===== config.mk =====
export PLATFORM = sky130hd
export DESIGN_NAME = serial_bit_feeder
export DESIGN_NICKNAME = d
export VERILOG_FILES = /design/src/rtl/seq_det_pkg.sv /design/src/rtl/serial_bit_feeder.sv
export SDC_FILE = /design/constraint.sdc
export NUM_CORES = 1
export LEC_CHECK = 0
export ABC_AREA = 1
export BUFFER_PORTS_ARGS = -buffer_cell sky130_fd_sc_hd__buf_4
export CORE_MARGIN = 1.5
export CORE_UTILIZATION = 35
export DETAILED_ROUTE_END_ITERATION = 7
export PLACE_DENSITY = 0.52
export SLEW_MARGIN = 20
export SYNTH_ARGS = -nofsm -noshare
export SYNTH_HDL_FRONTEND = slang
export SYNTH_SLANG_ARGS = --single-unit

===== constraint.sdc =====
create_clock -name clock -period 3.2 [get_ports clock]
set_input_delay 0.64 -clock clock [delete_from_list [all_inputs] [get_ports clock]]
set_output_delay 0.64 -clock clock [all_outputs]
set_load 0.02 [all_outputs]

===== src/rtl/seq_det_pkg.sv =====
// Types shared by the serial sequence detector blocks: FSM state encoding for the feeder.
// Pure declarations; no latency or flow control of its own.
package seq_det_pkg;

  typedef enum logic {
    ST_IDLE  = 1'b0,
    ST_SHIFT = 1'b1
  } seq_state_e;

  localparam logic STATE_IDLE  = 1'b0;
  localparam logic STATE_SHIFT = 1'b1;

endpackage


===== src/rtl/serial_bit_feeder.sv =====
// Parallel-to-serial feeder for the sequence detector; first bit on dataout 1 cycle after transfer.
// din_ready only in IDLE or on the last-bit bit_en tick, so back-to-back words stream with no gap.
module serial_bit_feeder
  import seq_det_pkg::*;
#(
  parameter int   WIDTH     = 8,
  parameter bit   LSB_FIRST = 1'b0,
  parameter logic IDLE_BIT  = 1'b0
) (
  input  logic             clock,
  input  logic             reset,
  input  logic [WIDTH-1:0] din,
  input  logic             din_valid,
  output logic             din_ready,
  input  logic             bit_en,
  output logic             dataout,
  output logic             dataout_valid,
  output logic             frame_start,
  output logic             busy
);

  localparam int             CW       = $clog2(WIDTH);
  localparam logic [CW-1:0]  LAST_IDX = CW'(WIDTH - 1);

  seq_state_e       state, state_nxt;
  logic [WIDTH-1:0] shreg;
  logic [CW-1:0]    cnt;
  logic             armed;
  logic             load, advance, go_idle;
  logic             load_bit, next_bit;

  // shreg holds the bits still to be shown; the current bit already sits in dataout
  function automatic logic [WIDTH-1:0] shift_once(input logic [WIDTH-1:0] v);
    if (LSB_FIRST) shift_once = {1'b0, v[WIDTH-1:1]};
    else           shift_once = {v[WIDTH-2:0], 1'b0};
  endfunction

  assign load_bit = LSB_FIRST ? din[0]   : din[WIDTH-1];
  assign next_bit = LSB_FIRST ? shreg[0] : shreg[WIDTH-1];
  assign busy     = (state == ST_SHIFT);

  always_comb begin
    state_nxt = state;
    load      = 1'b0;
    advance   = 1'b0;
    go_idle   = 1'b0;
    din_ready = 1'b0;
    case (state)
      ST_IDLE: begin
        din_ready = armed;
        if (armed && din_valid) begin
          load      = 1'b1;
          state_nxt = ST_SHIFT;
        end
      end
      ST_SHIFT: begin
        if (bit_en) begin
          if (cnt == LAST_IDX) begin
            din_ready = 1'b1;
            if (din_valid) begin
              load = 1'b1;
            end else begin
              go_idle   = 1'b1;
              state_nxt = ST_IDLE;
            end
          end else begin
            advance = 1'b1;
          end
        end
      end
      default: state_nxt = ST_IDLE;
    endcase
  end

  // armed keeps din_ready low during reset and lets it rise one edge after release
  always_ff @(posedge clock or negedge reset) begin
    if (!reset) begin
      state         <= ST_IDLE;
      shreg         <= '0;
      cnt           <= '0;
      armed         <= 1'b0;
      dataout       <= IDLE_BIT;
      dataout_valid <= 1'b0;
      frame_start   <= 1'b0;
    end else begin
      armed <= 1'b1;
      state <= state_nxt;
      if (load) begin
        shreg         <= shift_once(din);
        dataout       <= load_bit;
        dataout_valid <= 1'b1;
        frame_start   <= 1'b1;
        cnt           <= '0;
      end else if (advance) begin
        shreg       <= shift_once(shreg);
        dataout     <= next_bit;
        frame_start <= 1'b0;
        cnt         <= cnt + 1'b1;
      end else if (go_idle) begin
        shreg         <= '0;
        dataout       <= IDLE_BIT;
        dataout_valid <= 1'b0;
        frame_start   <= 1'b0;
        cnt           <= '0;
      end
    end
  end

endmodule

==> flow_metrics.py, run 1 <==
metrics = {
    "clock_network": {
        "cts_buffer_depth": 2,
        "numCtsBuffers": 3,
        "htree_levels": 1,
        "postCtsSetupRepairBufs": 0,
        "cts_tree": "built",
        "cts_root_buffer": "clkbuf_4",
        "cts.clk_slew.worst_paths_ps": 100,
        "cts_resized": 0,
        "clk_latency_ps": 280,
        "cts.sinks": 15,
        "cts_hold_buf": 0,
    },
    "pwr": {
        "p_leak_nw": 0.548,
        "swShare_pct": 37.6,
        "pwr-share-comb_pct": 37.6,
        "powerDensity_mw_per_mm2": 683,
        "pwr-share-clk_pct": 16.4,
        "vdd_drop_max_v": 0.000320,
        "pwr-share-seq_pct": 46.0,
        "finalPower_mw": 0.663,
        "internal-power_mw": 0.413,
        "netSwitchingPower_mw": 0.249,
    },
    "global_route": {
        "grt_pass1_wl_mm": 2.73,
        "antenna_found_initial": 0,
        "grt_pass1_vias": 642,
        "grt_max_degree": 22,
        "track_usage_pct": 13.7,
        "grt_overflow": 0,
    },
    "sta": {
        "clock.fmax_ghz": 0.482,
        "hold_viol": 0,
        "setup_tns_ps": 0,
        "report.final.setup_viol": 0,
        "final-max-slew-violation-count": 0,
        "fin_crit_ps": 2070,
        "worst_pin_slew_ps": 725,
        "slew_headroom_pct": 51.6,
        "fin_crit_sh_pct": 64.8,
        "rsz0062_at_grt": "no",
        "setup_ws_ps": 1130,
        "clock_skew_ps": 11.8,
    },
    "die": {
        "core-area_sq_mm": 0.00223,
        "ios": 17,
        "rows": 17,
        "die_area_sq_mm": 0.00267,
        "die_h_um": 51.6,
        "initial_core_util_pct": 37.1,
        "die_x_um": 51.6,
    },
    "synthesis": {
        "syn_area_per_cell_sq_um": 7.67,
        "netlist.area_leader.share_pct": 45.3,
        "syn_inst": 108,
        "synth_sequential_area_ratio_pct": 45.3,
        "synth.net_count": 123,
        "synth_area_leader_cell": "dfrtp_1",
        "yosysUniqueCellTypes": 15,
        "ys_warn_count": 0,
        "synth_area_leaders": "dfrtp_1 (45%), nand2_1 (20%), nand4_1 (9.8%), inv_1 (5.9%), ha_1 (4.5%)",
        "synth.cell_area_sq_um": 828,
        "ys_ff_latch": 15,
    },
    "placed_design": {
        "port_buffers": 16,
        "dp_hpwl_mm": 1.05,
        "gp_congestion": 0.748,
        "dp.cells": 147,
        "place_ws_ps": 1300,
    },
    "worst_setup_path": {
        "criticalPathCategory": "flop to output pin",
        "r2r_end": "shreg[2]",
        "crit_fanout": 3,
        "rr_worst_depth": 8,
        "cp.required_ps": 2560,
        "critPathArrivalTime_ps": 1430,
        "end_kind": "output pin",
        "startpoint_type": "flop",
        "crit_start": "cnt[0]",
        "r2r-start": "cnt[0]",
        "worstSetupEndpoint": "din_ready",
        "rrSetupSlack_ps": 1330,
    },
    "drt": {
        "antenna_left": 0,
        "drc": 0,
        "drt-total-wl_mm": 1.49,
        "wl_met2_um": 698,
        "vias_per_cell": 4.57,
        "dr.max_layer_used": "met4",
        "num_vias": 690,
        "routed-wl-met3_um": 51,
        "wire_per_inst_um": 9.86,
        "met1_length_um": 729,
        "firstDrtPassIters": 3,
        "drt_iter0_markers": 7,
    },
    "final_layout": {
        "syn2layout_area_growth_pct": 17.1,
        "n_antenna_cell": 0,
        "stdcell_count": 151,
        "nNetsFinal": 139,
        "final_common_cell": "nand2_1",
        "fillCellCount": 225,
        "final_layout_size_suffix_gt1_share_pct": 20.3,
        "mostFrequentLayoutCells": "nand2_1 (45), buf_4 (16), dfrtp_1 (15), inv_1 (13), nand4_1 (13)",
    },
    "status": {
        "outcome": "completed",
    },
    "min_path": {
        "hold_path_class": "input port to asynchronous set/reset pin",
    },
    "flow_run": {
        "max-cap-violations": 0,
    },
}
layout make-up:
class / instances / area, sq um / share of cell area (%)
Sequential cell: 15 / 375 / 38.7
Tap cell: 28 / 35.0 / 3.61
Inverter: 13 / 48.8 / 5.03
Clock buffer: 4 / 26.3 / 2.71
Timing Repair Buffer: 16 / 120 / 12.4
Multi-Input combinational cell: 75 / 364 / 37.5
power groups by stage:
stage	clock network [mW]	logic [mW]	registers (mW)
floorplan	0	0.159	0.326
global placement	0	0.251	0.310
detailed placement	0	0.254	0.309
CTS	0.115	0.254	0.305
global route	0.120	0.287	0.316
finish	0.108	0.249	0.305
cells in the mapped netlist:
master / number
nand2_1: 45
ha_1: 3
conb_1: 1
nor2_1: 1
nor2_2: 3
nand4_1: 13
o21ai_0: 3
buf_6: 2
buf_4: 1
or2_0: 1
nand2_2: 3
dfrtp_1: 15
nand3_1: 2
inv_1: 13
buf_2: 2
critical path: stages (launching register included):
cell and delay (ps):
dfrtp_1 410, ha_1 220, ha_1 210, nand3_1 80, o21ai_0 80, buf_4 160
how the worst min path moves through the flow:
stage | startpoint | to | slack [ps]
after floorplan | reset | armed | 340
after CTS | reset | shreg[3] | 190
after global placement | reset | shreg[1] | 510
after global routing | reset | frame_start | 200
final | reset | shreg[3] | 190
after detailed placement | dataout_valid | dataout_valid | 500
per-layer routing:
metal | GRT usage (%) | vias to the layer above
li1 | - | 371
met1 | 18.1 | 306
met2 | 21.4 | 11
met3 | 3.45 | 2
met4 | 5.26 | 0
met5 | 0 | -
state kept, by name (all words and copies together) (netlist names):
register / flops
frame_start: 1
shreg: 7
busy: 1
dataout_valid: 1
dataout: 1
cnt: 3
armed: 1
through the flow:
| step | hold slack, ps | instance area [sq um] | utilization [%] |
|---|---|---|---|
| after detailed placement | 504 | 943 | 42.2 |
| after CTS | 194 | 970 | 43.4 |
| after floorplan | 344 | 828 | - |
| final | 193 | 970 | 43.4 |
| after global routing | 196 | 970 | 43.4 |
| after global placement | 508 | 943 | 42.2 |
logic make-up (layout without fill, tap and decap cells):
family	count (synthesis)	in the layout	share of synthesized area, %
and+or+nand+nor	68	68	37.2
buffers and inverters	18	33	10.7
DFF	15	15	45.3
adders and majority gates	3	3	4.53
AOI/OAI and AO/OA	3	3	1.81
other	1	1	0.453
Note: power is estimated with default switching activity, not from simulation.
==> run 2: changes to the inputs <==
PLACE_DENSITY = 0.54   (was 0.52)
clock period = 1.7 ns   (was 3.2 ns; I/O delays follow)
==> run 2 against run 1 <==
Effect of this change: worst setup slack got worse by 1100 ps; sequential share of layout area fell by 7.1 points; combinational power rose to 2.7 times the previous value; final cell count rose by 8.6%; clock skew fell by 3.2 ps; sequential power rose by 95%; critical path type unchanged; largest power group is now combinational cells; highest routed layer unchanged.
==> flow_metrics.py, run 2 (same netlist as run 1, synthesis figures left out) <==
metrics = {
    "die": {
        "ios": 17,
        "initial_core_util_pct": 37.1,
        "die_area_sq_mm": 0.00267,
        "die_h_um": 51.6,
        "rows": 17,
        "die_x_um": 51.6,
        "core-area_sq_mm": 0.00223,
    },
    "drt": {
        "wire_per_inst_um": 11.6,
        "antenna_left": 0,
        "drc": 0,
        "drt-total-wl_mm": 1.91,
        "firstDrtPassIters": 4,
        "drt_iter0_markers": 15,
        "vias_per_cell": 4.63,
        "num_vias": 759,
    },
    "clock_network": {
        "cts.sinks": 15,
        "cts.clk_slew.worst_paths_ps": 90,
        "clk_latency_ps": 290,
        "cts_buffer_depth": 2,
        "cts_tree": "built",
        "numCtsBuffers": 3,
        "cts_root_buffer": "clkbuf_4",
        "htree_levels": 1,
    },
    "global_route": {
        "track_usage_pct": 14.5,
        "antenna_found_initial": 0,
        "grt_max_degree": 22,
        "grt_overflow": 0,
        "grt_pass1_wl_mm": 2.85,
        "grt_pass1_vias": 650,
    },
    "status": {
        "outcome": "completed",
    },
    "placed_design": {
        "dp_hpwl_mm": 1.07,
        "placed_area_sq_um": 978,
        "port_buffers": 16,
        "gp_congestion": 0.741,
    },
    "sta": {
        "hold_viol": 0,
        "worst_hold_slack_ps": 252,
        "fin_crit_ps": 1660,
        "fin_crit_sh_pct": 97.4,
        "report.final.setup_viol": 0,
        "final-max-slew-violation-count": 0,
        "clock_skew_ps": 8.62,
        "clock.fmax_ghz": 0.604,
    },
    "final_layout": {
        "largest_reg_flops": 7,
        "mostFrequentLayoutCells": "nand2_1 (44), buf_4 (24), dfrtp_1 (15), nand4_1 (13), inv_1 (12)",
        "regMostFlops": "shreg",
        "final_area_sq_mm": 0.00119,
        "nNetsFinal": 152,
        "syn2layout_area_growth_pct": 43.5,
        "final_layout_size_suffix_gt1_share_pct": 32.4,
        "largestRegisters": "shreg: 7 flops, cnt: 3 flops",
        "n_antenna_cell": 0,
        "final_common_cell": "nand2_1",
    },
    "worst_setup_path": {
        "criticalPathCategory": "flop to output pin",
        "critPathArrivalTime_ps": 1320,
        "end_kind": "output pin",
        "startpoint_type": "flop",
        "cp.required_ps": 1360,
        "crit_fanout": 3,
    },
    "pwr": {
        "powerDensity_mw_per_mm2": 1250,
        "vdd_drop_max_v": 0.000728,
        "p_leak_nw": 0.633,
    },
    "flow_run": {
        "max-cap-violations": 0,
    },
    "min_path": {
        "hold_path_class": "input port to flop",
    },
}
-- run 2: metrics by stage --
step | instances | setup TNS (ps) | worst slack [ps] | total power [mW] | utilization (%)
6_report | 164 | 0 | 44.3 | 1.48 | 53.2
5_1_grt | 164 | -33.0 | -17.5 | 1.62 | 53.2
4_1_cts | 157 | 0 | 8.06 | 1.34 | 46.8
3_5_place_dp | 150 | 0 | 192 | 1.08 | 43.8
3_3_place_gp | 150 | 0 | 216 | 1.07 | 43.8
2_1_floorplan | 108 | 0 | 276 | 0.912 | -
-- run 2: repair_timing --
item | in CTS | in global routing
endpoints found under the setup margin | 1 | 8
pin swaps | 0 | 2
cloned | 0 | 2
endpoints found under the hold margin | 15 | 0
resized for setup | 3 | 12
buffers inserted | 2 | 5
hold buffers | 1 | 0
-- run 2: worst max-delay path, cell delays in order, from the launching register on --
cell and delay, ps:
dfrtp_1 420, ha_4 180, ha_4 160, nand3_2 70, o21ai_2 60, buf_6 130
-- run 2: where the power goes --
group | switching [mW] | leakage, nW | internal (mW)
logic | 0.332 | 0.433 | 0.348
clock network | 0.117 | 0.0150 | 0.0913
registers | 0.105 | 0.186 | 0.490
total | 0.553 | 0.633 | 0.930
-- run 2: cell type report --
type	count	area [sq um]
clock buffer	4	26.3
fill	218	1040
inverter	13	52.6
multi-input combinational	75	428
sequential	15	375
tap	28	35.0
timing repair buffer	29	272
-- run 2: path summary, 6_finish.rpt --
path                               startpoint  slack, ps  cells past startpoint       endpoint
min in group asynchronous               reset        430                      2         cnt[1]
worst min-delay path                   din[0]        250                      3       shreg[1]
max in group asynchronous               reset       1080                      2         cnt[0]
worst max-delay path                   cnt[1]         40                      5      din_ready
worst max register to register         cnt[1]         70                     10        dataout
worst min register to register  dataout_valid        510                      2  dataout_valid
-- run 2: layer usage --
| metal | vias up | wire length (um) | global-route usage [%] |
|---|---|---|---|
| met5 | - | 0 | 0 |
| met4 | 0 | 29 | 6.58 |
| met3 | 4 | 76 | 2.59 |
| met2 | 22 | 880 | 22.2 |
| met1 | 334 | 922 | 20.0 |
| li1 | 399 | - | - |
